### src/rtl/csa_pkg.sv
// Shared definitions for the pipelined carry-select adder/subtractor.
//   op_e     : operation selector (add / subtract)
//   nstage   : number of pipeline stages for a given width and slice width
//   width_ok : legality check used at elaboration time by the top level
package csa_pkg;

  typedef enum logic {
    OP_ADD = 1'b0,
    OP_SUB = 1'b1
  } op_e;

  // One carry-select slice is resolved per pipeline stage.
  function automatic int unsigned nstage(input int unsigned width, input int unsigned block);
    return (block == 0) ? 0 : width / block;
  endfunction

  // WIDTH must be a non-zero multiple of BLOCK so every stage owns a full slice.
  function automatic bit width_ok(input int unsigned width, input int unsigned block);
    return (block != 0) && (width >= block) && ((width % block) == 0);
  endfunction

endpackage

### src/rtl/csa_slice.sv
// Combinational BLOCK-bit carry-select slice.
// Two ripple-carry sums are formed in parallel, one assuming carry-in 0 and one assuming
// carry-in 1; the real carry-in only drives the final mux, so it never ripples through
// the slice.
//   a, b      : slice operands
//   cin       : carry into bit 0 of the slice
//   s         : selected slice sum
//   cout      : carry out of the slice MSB
//   c_msb_in  : carry into the slice MSB (used for signed overflow in the top slice)
module csa_slice
  import csa_pkg::*;
#(
  parameter int unsigned BLOCK = 8
) (
  input  logic [BLOCK-1:0] a,
  input  logic [BLOCK-1:0] b,
  input  logic             cin,
  output logic [BLOCK-1:0] s,
  output logic             cout,
  output logic             c_msb_in
);

  logic [BLOCK-1:0] s0, s1;
  logic [BLOCK:0]   c0, c1;

  always_comb begin
    s0    = '0;
    s1    = '0;
    c0    = '0;
    c1    = '0;
    c0[0] = 1'b0;
    c1[0] = 1'b1;
    for (int unsigned i = 0; i < BLOCK; i++) begin
      s0[i]   = a[i] ^ b[i] ^ c0[i];
      c0[i+1] = (a[i] & b[i]) | (a[i] & c0[i]) | (b[i] & c0[i]);
      s1[i]   = a[i] ^ b[i] ^ c1[i];
      c1[i+1] = (a[i] & b[i]) | (a[i] & c1[i]) | (b[i] & c1[i]);
    end
  end

  assign s        = cin ? s1 : s0;
  assign cout     = cin ? c1[BLOCK] : c0[BLOCK];
  assign c_msb_in = cin ? c1[BLOCK-1] : c0[BLOCK-1];

endmodule

### src/rtl/csa_pipe_adder.sv
// Pipelined carry-select adder/subtractor with valid/ready flow control.
// Stage k resolves bits [k*BLOCK +: BLOCK] and registers the partial sum, the slice carry
// and the operands still to be processed. Stage 0 takes its operands straight from the
// input ports (after subtract inversion), so the pipe holds NSTAGE beats.
//   clk, rst_n            : clock (rising edge), asynchronous active-low reset
//   in_valid / in_ready   : operand handshake; in_ready is combinational from out_ready
//   a, b, cin, sub        : operands; sub=1 computes a - b and ignores cin
//   out_valid / out_ready : result handshake
//   sum, cout, ovf, zero  : result and flags, held stable while stalled
module csa_pipe_adder
  import csa_pkg::*;
#(
  parameter int unsigned WIDTH = 32,
  parameter int unsigned BLOCK = 8
) (
  input  logic             clk,
  input  logic             rst_n,
  input  logic             in_valid,
  output logic             in_ready,
  input  logic [WIDTH-1:0] a,
  input  logic [WIDTH-1:0] b,
  input  logic             cin,
  input  logic             sub,
  output logic             out_valid,
  input  logic             out_ready,
  output logic [WIDTH-1:0] sum,
  output logic             cout,
  output logic             ovf,
  output logic             zero
);

  localparam int unsigned NSTAGE = nstage(WIDTH, BLOCK);

  if (!width_ok(WIDTH, BLOCK)) begin : g_bad_width
    $error("csa_pipe_adder: WIDTH must be a non-zero multiple of BLOCK");
  end

  // Operand conditioning: subtraction is a + ~b + 1.
  op_e              op;
  logic [WIDTH-1:0] b_eff;
  logic             c0;

  assign op    = sub ? OP_SUB : OP_ADD;
  assign b_eff = (op == OP_SUB) ? ~b : b;
  assign c0    = (op == OP_SUB) ? 1'b1 : cin;

  // Pipeline state.
  logic [NSTAGE-1:0] v_q;
  logic [NSTAGE-1:0] carry_q;
  logic [WIDTH-1:0]  sum_q [NSTAGE];
  logic [WIDTH-1:0]  a_q   [NSTAGE];
  logic [WIDTH-1:0]  b_q   [NSTAGE];
  logic              ovf_q, zero_q;

  // Per-stage inputs (from ports for stage 0, from the previous stage otherwise).
  logic [NSTAGE-1:0] v_st;
  logic [NSTAGE-1:0] c_st;
  logic [WIDTH-1:0]  a_st   [NSTAGE];
  logic [WIDTH-1:0]  b_st   [NSTAGE];
  logic [WIDTH-1:0]  sum_st [NSTAGE];

  // Slice results and the partial sum each stage would register.
  logic [BLOCK-1:0]  sl_s   [NSTAGE];
  logic [NSTAGE-1:0] sl_co;
  logic              sl_cm  [NSTAGE];
  logic [WIDTH-1:0]  sum_nx [NSTAGE];

  logic [NSTAGE-1:0] adv;

  // Advance chain: a stage may load when it is empty or its occupant moves on.
  // This ripples from out_ready down to in_ready in the same cycle.
  always_comb begin
    adv           = '0;
    adv[NSTAGE-1] = ~v_q[NSTAGE-1] | out_ready;
    for (int unsigned i = 1; i < NSTAGE; i++) begin
      adv[NSTAGE-1-i] = ~v_q[NSTAGE-1-i] | adv[NSTAGE-i];
    end
  end

  always_comb begin
    v_st      = '0;
    c_st      = '0;
    v_st[0]   = in_valid;
    c_st[0]   = c0;
    a_st[0]   = a;
    b_st[0]   = b_eff;
    sum_st[0] = '0;
    for (int unsigned k = 1; k < NSTAGE; k++) begin
      v_st[k]   = v_q[k-1];
      c_st[k]   = carry_q[k-1];
      a_st[k]   = a_q[k-1];
      b_st[k]   = b_q[k-1];
      sum_st[k] = sum_q[k-1];
    end
  end

  for (genvar k = 0; k < NSTAGE; k++) begin : g_stage
    csa_slice #(
      .BLOCK (BLOCK)
    ) u_slice (
      .a        (a_st[k][k*BLOCK +: BLOCK]),
      .b        (b_st[k][k*BLOCK +: BLOCK]),
      .cin      (c_st[k]),
      .s        (sl_s[k]),
      .cout     (sl_co[k]),
      .c_msb_in (sl_cm[k])
    );
  end

  // Splice each stage's resolved slice into the partial sum it inherited.
  always_comb begin
    for (int unsigned k = 0; k < NSTAGE; k++) begin
      sum_nx[k]                    = sum_st[k];
      sum_nx[k][k*BLOCK +: BLOCK]  = sl_s[k];
    end
  end

  always_ff @(posedge clk or negedge rst_n) begin
    if (!rst_n) begin
      v_q     <= '0;
      carry_q <= '0;
      ovf_q   <= 1'b0;
      zero_q  <= 1'b0;
      for (int unsigned k = 0; k < NSTAGE; k++) begin
        sum_q[k] <= '0;
        a_q[k]   <= '0;
        b_q[k]   <= '0;
      end
    end else begin
      for (int unsigned k = 0; k < NSTAGE; k++) begin
        if (adv[k]) begin
          v_q[k] <= v_st[k];
          // Bubbles do not load data, so a drained output keeps its last result.
          if (v_st[k]) begin
            sum_q[k]   <= sum_nx[k];
            carry_q[k] <= sl_co[k];
            a_q[k]     <= a_st[k];
            b_q[k]     <= b_st[k];
          end
        end
      end
      if (adv[NSTAGE-1] && v_st[NSTAGE-1]) begin
        ovf_q  <= sl_cm[NSTAGE-1] ^ sl_co[NSTAGE-1];
        zero_q <= ~|sum_nx[NSTAGE-1];
      end
    end
  end

  assign in_ready  = adv[0];
  assign out_valid = v_q[NSTAGE-1];
  assign sum       = sum_q[NSTAGE-1];
  assign cout      = carry_q[NSTAGE-1];
  assign ovf       = ovf_q;
  assign zero      = zero_q;

endmodule

### config.mk
export PLATFORM = sky130hd
export DESIGN_NAME = csa_pipe_adder
export DESIGN_NICKNAME = d
export VERILOG_FILES = /design/src/rtl/csa_pkg.sv /design/src/rtl/csa_slice.sv /design/src/rtl/csa_pipe_adder.sv
export SDC_FILE = /design/constraint.sdc
export NUM_CORES = 1
export LEC_CHECK = 0
export CORE_MARGIN = 8
export CORE_UTILIZATION = 25
export CTS_BUF_LIST = sky130_fd_sc_hd__clkbuf_8
export DETAILED_ROUTE_END_ITERATION = 8
export GPL_ROUTABILITY_DRIVEN = 0
export SLEW_MARGIN = 25
export SYNTH_ARGS = -nofsm -noshare
export SYNTH_HDL_FRONTEND = slang
export SYNTH_SLANG_ARGS = --single-unit
### constraint.sdc
create_clock -name clk -period 2.59 [get_ports clk]
set_input_delay 0.3885 -clock clk [delete_from_list [all_inputs] [get_ports clk]]
set_output_delay 0.3885 -clock clk [all_outputs]
set_load 0.05 [all_outputs]
==> report_table.html <==
<table>
<tr><th>Metric</th><th>Value</th></tr>
<tr><th colspan="2">GRT</th></tr>
<tr><td>Overflow left after global routing</td><td>0</td></tr>
<tr><td>Overall global routing resource usage</td><td>9.44%</td></tr>
<tr><td>Global-route track usage on met3</td><td>2.98%</td></tr>
<tr><td>Number of antenna violations at the first check in global routing</td><td>2</td></tr>
<tr><td>Largest net degree at the start of global routing</td><td>62</td></tr>
<tr><td>Grt met2 use</td><td>15.2%</td></tr>
<tr><td>Via count of the first global-routing pass</td><td>5919</td></tr>
<tr><td>Fraction of met1 tracks used by global routing</td><td>11.9%</td></tr>
<tr><td>Wire length of the first global-routing pass</td><td>31000 µm</td></tr>
<tr><td>Most congested layer reported by global routing</td><td>met2</td></tr>
<tr><th colspan="2">Floorplan</th></tr>
<tr><td>Core Box Area</td><td>34400 µm²</td></tr>
<tr><td>Die Span X</td><td>202 µm</td></tr>
<tr><td>Initial Utilization</td><td>25.2%</td></tr>
<tr><td>Die footprint</td><td>40900 µm²</td></tr>
<tr><td>Row Count</td><td>68</td></tr>
<tr><td>Top-level port count</td><td>107</td></tr>
<tr><td>Die Y</td><td>202 µm</td></tr>
<tr><th colspan="2">Timing</th></tr>
<tr><td>Worst Hold Slack</td><td>0.483 ns</td></tr>
<tr><td>Upper clock frequency limit</td><td>476 MHz</td></tr>
<tr><td>Transition at the pin with the smallest max-transition slack</td><td>0.604 ns</td></tr>
<tr><td>Number of hold violations in the final report</td><td>0</td></tr>
<tr><td>Max Clock Skew</td><td>0.0149 ns</td></tr>
<tr><td>Setup violators final</td><td>0</td></tr>
<tr><td>Total negative slack for setup checks</td><td>0 ns</td></tr>
<tr><td>PnR worst setup slack</td><td>0.489 ns</td></tr>
<tr><td>RSZ-0062 raised after global routing</td><td>false</td></tr>
<tr><td>Share of the clock period used by the worst path</td><td>81.1%</td></tr>
<tr><td>Fin. max-slew vios</td><td>0</td></tr>
<tr><td>Worst slew slack as a fraction of its limit</td><td>59.7%</td></tr>
<tr><td>Final critical delay including setup and external delays</td><td>2.10 ns</td></tr>
<tr><th colspan="2">Place</th></tr>
<tr><td>Half-perimeter wire length after placement</td><td>13900 µm</td></tr>
<tr><td>Count of input and output buffers</td><td>106</td></tr>
<tr><td>Post-Place Worst Slack</td><td>0.112 ns</td></tr>
<tr><td>Number of placed instances, taps included</td><td>1251</td></tr>
<tr><td>Cell area reported after detailed placement</td><td>10400 µm²</td></tr>
<tr><th colspan="2">Yosys</th></tr>
<tr><td>Simple-gate area share of the yosys netlist</td><td>7.33%</td></tr>
<tr><td>Top-area cell type share of the netlist area</td><td>53.6%</td></tr>
<tr><td>Dominant register cell in the synthesized netlist</td><td>sky130_fd_sc_hd__dfrtp_1</td></tr>
<tr><td>FFs w/ async S/R, synth</td><td>100%</td></tr>
<tr><td>Synthesized net count</td><td>808</td></tr>
<tr><td>Sequential fraction of the synthesis area</td><td>53.6%</td></tr>
<tr><td>Portion of netlist area occupied by mux cells</td><td>16.2%</td></tr>
<tr><td>Number of synthesized flops with an enable pin</td><td>0</td></tr>
<tr><td>Syn Inst Count</td><td>702</td></tr>
<tr><td>Flops &amp; latches, synth</td><td>186</td></tr>
<tr><td>Syn_area_per_cell</td><td>12.4 µm²</td></tr>
<tr><td>Number of different library cells in the post-synthesis netlist</td><td>60</td></tr>
<tr><td>Combinational family with the most area after synthesis</td><td>multiplexers</td></tr>
<tr><td>Post-synthesis cell type with the largest combined area</td><td>sky130_fd_sc_hd__dfrtp_1</td></tr>
<tr><td>Adder and majority gate portion of the synthesized area</td><td>5.19%</td></tr>
<tr><td>Post-synthesis compound-gate area fraction</td><td>9.07%</td></tr>
<tr><td>Syn. warnings</td><td>0</td></tr>
<tr><td>Area of the mapped netlist</td><td>8680 µm²</td></tr>
<tr><td>Xor/xnor cell area share of the yosys netlist</td><td>6.06%</td></tr>
<tr><td>Cell types with the largest area share after synthesis</td><td>sky130_fd_sc_hd__dfrtp_1 54%, sky130_fd_sc_hd__mux2_2 16%, sky130_fd_sc_hd__ha_1 5.2%</td></tr>
<tr><th colspan="2">Worst setup path</th></tr>
<tr><td>Source of the worst register-to-register timing path</td><td>a_q[80]$_DFFE_PN0P_</td></tr>
<tr><td>Top fanout value on the critical path</td><td>4</td></tr>
<tr><td>Internal reg-to-reg setup slack</td><td>0.49 ns</td></tr>
<tr><td>Worst setup path class</td><td>register to register</td></tr>
<tr><td>Data arrival time of the critical path</td><td>2.43 ns</td></tr>
<tr><td>Critical Path RT</td><td>2.92 ns</td></tr>
<tr><td>CP Launch Type</td><td>register</td></tr>
<tr><td>Setup crit end kind</td><td>register</td></tr>
<tr><td>Endpoint of the most critical register-to-register path</td><td>sum_nx[23]$_DFFE_PN0P_</td></tr>
<tr><td>Register-to-Register Path Depth</td><td>7</td></tr>
<tr><th colspan="2">Detailed routing</th></tr>
<tr><td>Antenna violation net count after detailed routing</td><td>0</td></tr>
<tr><td>Number of DRC markers after the initial detailed-route iteration</td><td>161</td></tr>
<tr><td>Routed via count divided by cell count</td><td>4.24</td></tr>
<tr><td>WL per Instance</td><td>14.4 µm</td></tr>
<tr><td>Post-route DRC</td><td>0</td></tr>
<tr><td>Number of iterations in the first detailed-routing pass</td><td>4</td></tr>
<tr><td>Wire length after detailed routing</td><td>18400 µm</td></tr>
<tr><td>Vias</td><td>5442</td></tr>
<tr><th colspan="2">Pwr</th></tr>
<tr><td>Portion of total power attributed to combinational logic</td><td>40.9%</td></tr>
<tr><td>Switching power summed over all nets</td><td>4.20 mW</td></tr>
<tr><td>Flop pwr share</td><td>42.1%</td></tr>
<tr><td>Peak supply drop</td><td>0.526 mV</td></tr>
<tr><td>Leakage</td><td>4.52 nW</td></tr>
<tr><td>Post-layout power</td><td>10.9 mW</td></tr>
<tr><td>Share of power burned in the clock network</td><td>17.0%</td></tr>
<tr><td>Design internal power</td><td>6.70 mW</td></tr>
<tr><td>Power per unit of standard cell area</td><td>1020 nW/µm²</td></tr>
<tr><td>Fraction of power spent switching nets</td><td>38.5%</td></tr>
<tr><th colspan="2">Final layout</th></tr>
<tr><td>Nets</td><td>922</td></tr>
<tr><td>Final non-filler cell total</td><td>1284</td></tr>
<tr><td>Final core area utilization</td><td>31.2%</td></tr>
<tr><td>Ratio of cells with drive above 1 in the final layout</td><td>24.0%</td></tr>
<tr><td>Antenna Cells</td><td>0</td></tr>
<tr><td>Synth-to-layout area growth</td><td>23.8%</td></tr>
<tr><td>Post-Layout Inst Area</td><td>10700 µm²</td></tr>
<tr><td>Filler cells</td><td>3541</td></tr>
<tr><th colspan="2">Hold path</th></tr>
<tr><td>Min-delay worst type</td><td>input port to asynchronous set/reset pin</td></tr>
<tr><th colspan="2">Status</th></tr>
<tr><td>Result of the run</td><td>complete, no violations</td></tr>
<tr><th colspan="2">Clock tree</th></tr>
<tr><td>TritonCTS clock tree</td><td>yes</td></tr>
<tr><td>CTS Buffer Depth</td><td>2</td></tr>
<tr><td>Clock net sink count</td><td>186</td></tr>
<tr><td>Clk_lat worst skew</td><td>0.47 ns</td></tr>
<tr><td>Setup Buffers After CTS</td><td>0</td></tr>
<tr><td>H-Tree Level Count</td><td>4</td></tr>
<tr><td>Cell at the root of the clock tree</td><td>sky130_fd_sc_hd__clkbuf_8</td></tr>
<tr><td>TritonCTS Buffers</td><td>17</td></tr>
<tr><td>Register clock-pin slew on the reported worst setup and hold paths</td><td>0.11 ns</td></tr>
<tr><td>PostCTS Resize Cnt</td><td>0</td></tr>
<tr><th colspan="2">Job</th></tr>
<tr><td>Max-Cap Viols</td><td>0</td></tr>
</table>
[cell usage in the layout, fill, tap and decap left out, types with 4 or more instances in the layout]
cell type and count:
sky130_fd_sc_hd__nand2_1 63, sky130_fd_sc_hd__clkbuf_8 19, sky130_fd_sc_hd__or2_1 5, sky130_fd_sc_hd__nand2b_1 7, sky130_fd_sc_hd__inv_1 19, sky130_fd_sc_hd__a21oi_1 13
sky130_fd_sc_hd__ha_1 36, sky130_fd_sc_hd__clkdlybuf4s50_1 103, sky130_fd_sc_hd__clkinv_4 4, sky130_fd_sc_hd__o221ai_1 4, sky130_fd_sc_hd__xnor2_1 38, sky130_fd_sc_hd__xor2_1 22
sky130_fd_sc_hd__buf_4 13, sky130_fd_sc_hd__nor2_1 13, sky130_fd_sc_hd__nor4_1 6, sky130_fd_sc_hd__nor3b_1 5, sky130_fd_sc_hd__o21ai_0 55, sky130_fd_sc_hd__dfrtp_1 186
sky130_fd_sc_hd__buf_12 5, sky130_fd_sc_hd__or2_2 9, sky130_fd_sc_hd__o21a_1 6, sky130_fd_sc_hd__mux2_2 122
[layer usage]
layer	vias to the layer above	part of all wire (%)
met2	85	47
met1	2641	47
met3	23	4.5
li1	2689	-
met4	4	1.5
met5	-	0.12
[cell type report]
class	instances	area [µm²]	area share, %
Clock buffer	19	262	2.44
Clock inverter	13	111	1.04
Inverter	19	71.3	0.664
Multi-Input combinational cell	468	3810	35.5
Sequential cell	186	4650	43.3
Tap cell	455	569	5.30
Timing Repair Buffer	124	1250	11.7
[synth_stat cells (3+ instances only)]
cell type / n
sky130_fd_sc_hd__nor2_1: 13
sky130_fd_sc_hd__buf_2: 13
sky130_fd_sc_hd__mux2i_1: 3
sky130_fd_sc_hd__ha_1: 36
sky130_fd_sc_hd__xor2_1: 22
sky130_fd_sc_hd__nor3_1: 3
sky130_fd_sc_hd__and2_1: 3
sky130_fd_sc_hd__xnor2_1: 38
sky130_fd_sc_hd__or2_1: 5
sky130_fd_sc_hd__or2_2: 9
sky130_fd_sc_hd__a21oi_1: 13
sky130_fd_sc_hd__nand2b_1: 7
sky130_fd_sc_hd__dfrtp_1: 186
sky130_fd_sc_hd__nand2_1: 66
sky130_fd_sc_hd__nor4_1: 6
sky130_fd_sc_hd__inv_1: 18
sky130_fd_sc_hd__mux2_2: 122
sky130_fd_sc_hd__buf_4: 4
sky130_fd_sc_hd__nand3_1: 3
sky130_fd_sc_hd__o221ai_1: 4
sky130_fd_sc_hd__o21ai_0: 55
sky130_fd_sc_hd__clkbuf_1: 10
sky130_fd_sc_hd__o21a_1: 6
sky130_fd_sc_hd__nor3b_1: 5
[power groups by stage]
stage                     Clock (mW)  Sequential (mW)  Combinational (mW)
after floorplan                    0             5.35                2.36
after global placement             0             4.65                4.48
after detailed placement           0             4.68                4.55
after CTS                       1.96             4.62                4.56
after global routing            2.08             4.74                4.90
final                           1.85             4.59                4.46
[what timing repair did]
item	CTS	global route
setup endpoints to repair	0	0
hold endpoints to repair	54	0
hold buffers	1	0
[logic make-up after synthesis]
| group | count (synthesis) |
|---|---|
| adders and majority gates | 36 |
| and+or+nand+nor | 131 |
| buffers and inverters | 48 |
| DFF | 186 |
| xor gates and xnor gates | 60 |
| AOI/OAI and AO/OA | 116 |
| muxes | 125 |
[flip-flops by register name, indices dropped and copies added (netlist names)]
signal   cells
a_q         48
carry_q      4
sum_nx      48
ovf          1
b_q         48
v_q          4
zero         1
sum         32
[worst max path at each step]
| stage | endpoint | start | slack (ns) | cells past startpoint |
|---|---|---|---|---|
| CTS | sum[17] | sum[17]$_DFFE_PN0P_ | 0.44 | 1 |
| finish | sum_nx[23]$_DFFE_PN0P_ | a_q[80]$_DFFE_PN0P_ | 0.49 | 7 |
| global route | sum_nx[23]$_DFFE_PN0P_ | a_q[80]$_DFFE_PN0P_ | 0.29 | 7 |
| detailed placement | sum_nx[71]$_DFFE_PN0P_ | b[0] | 0.11 | 9 |
| global placement | sum_nx[71]$_DFFE_PN0P_ | b[0] | 0.15 | 9 |
| floorplan | sum_nx[71]$_DFFE_PN0P_ | sub | 0.04 | 11 |
[critical path, stage by stage, from the launching register on]
cell                       delay (ns)
sky130_fd_sc_hd__dfrtp_1         0.41
sky130_fd_sc_hd__ha_1            0.19
sky130_fd_sc_hd__or2_1           0.23
sky130_fd_sc_hd__a31oi_2         0.21
sky130_fd_sc_hd__o21bai_2        0.16
sky130_fd_sc_hd__a311oi_2        0.39
sky130_fd_sc_hd__mux2i_1         0.23
sky130_fd_sc_hd__o311ai_0        0.14
Note: power is estimated with default switching activity, not from simulation.
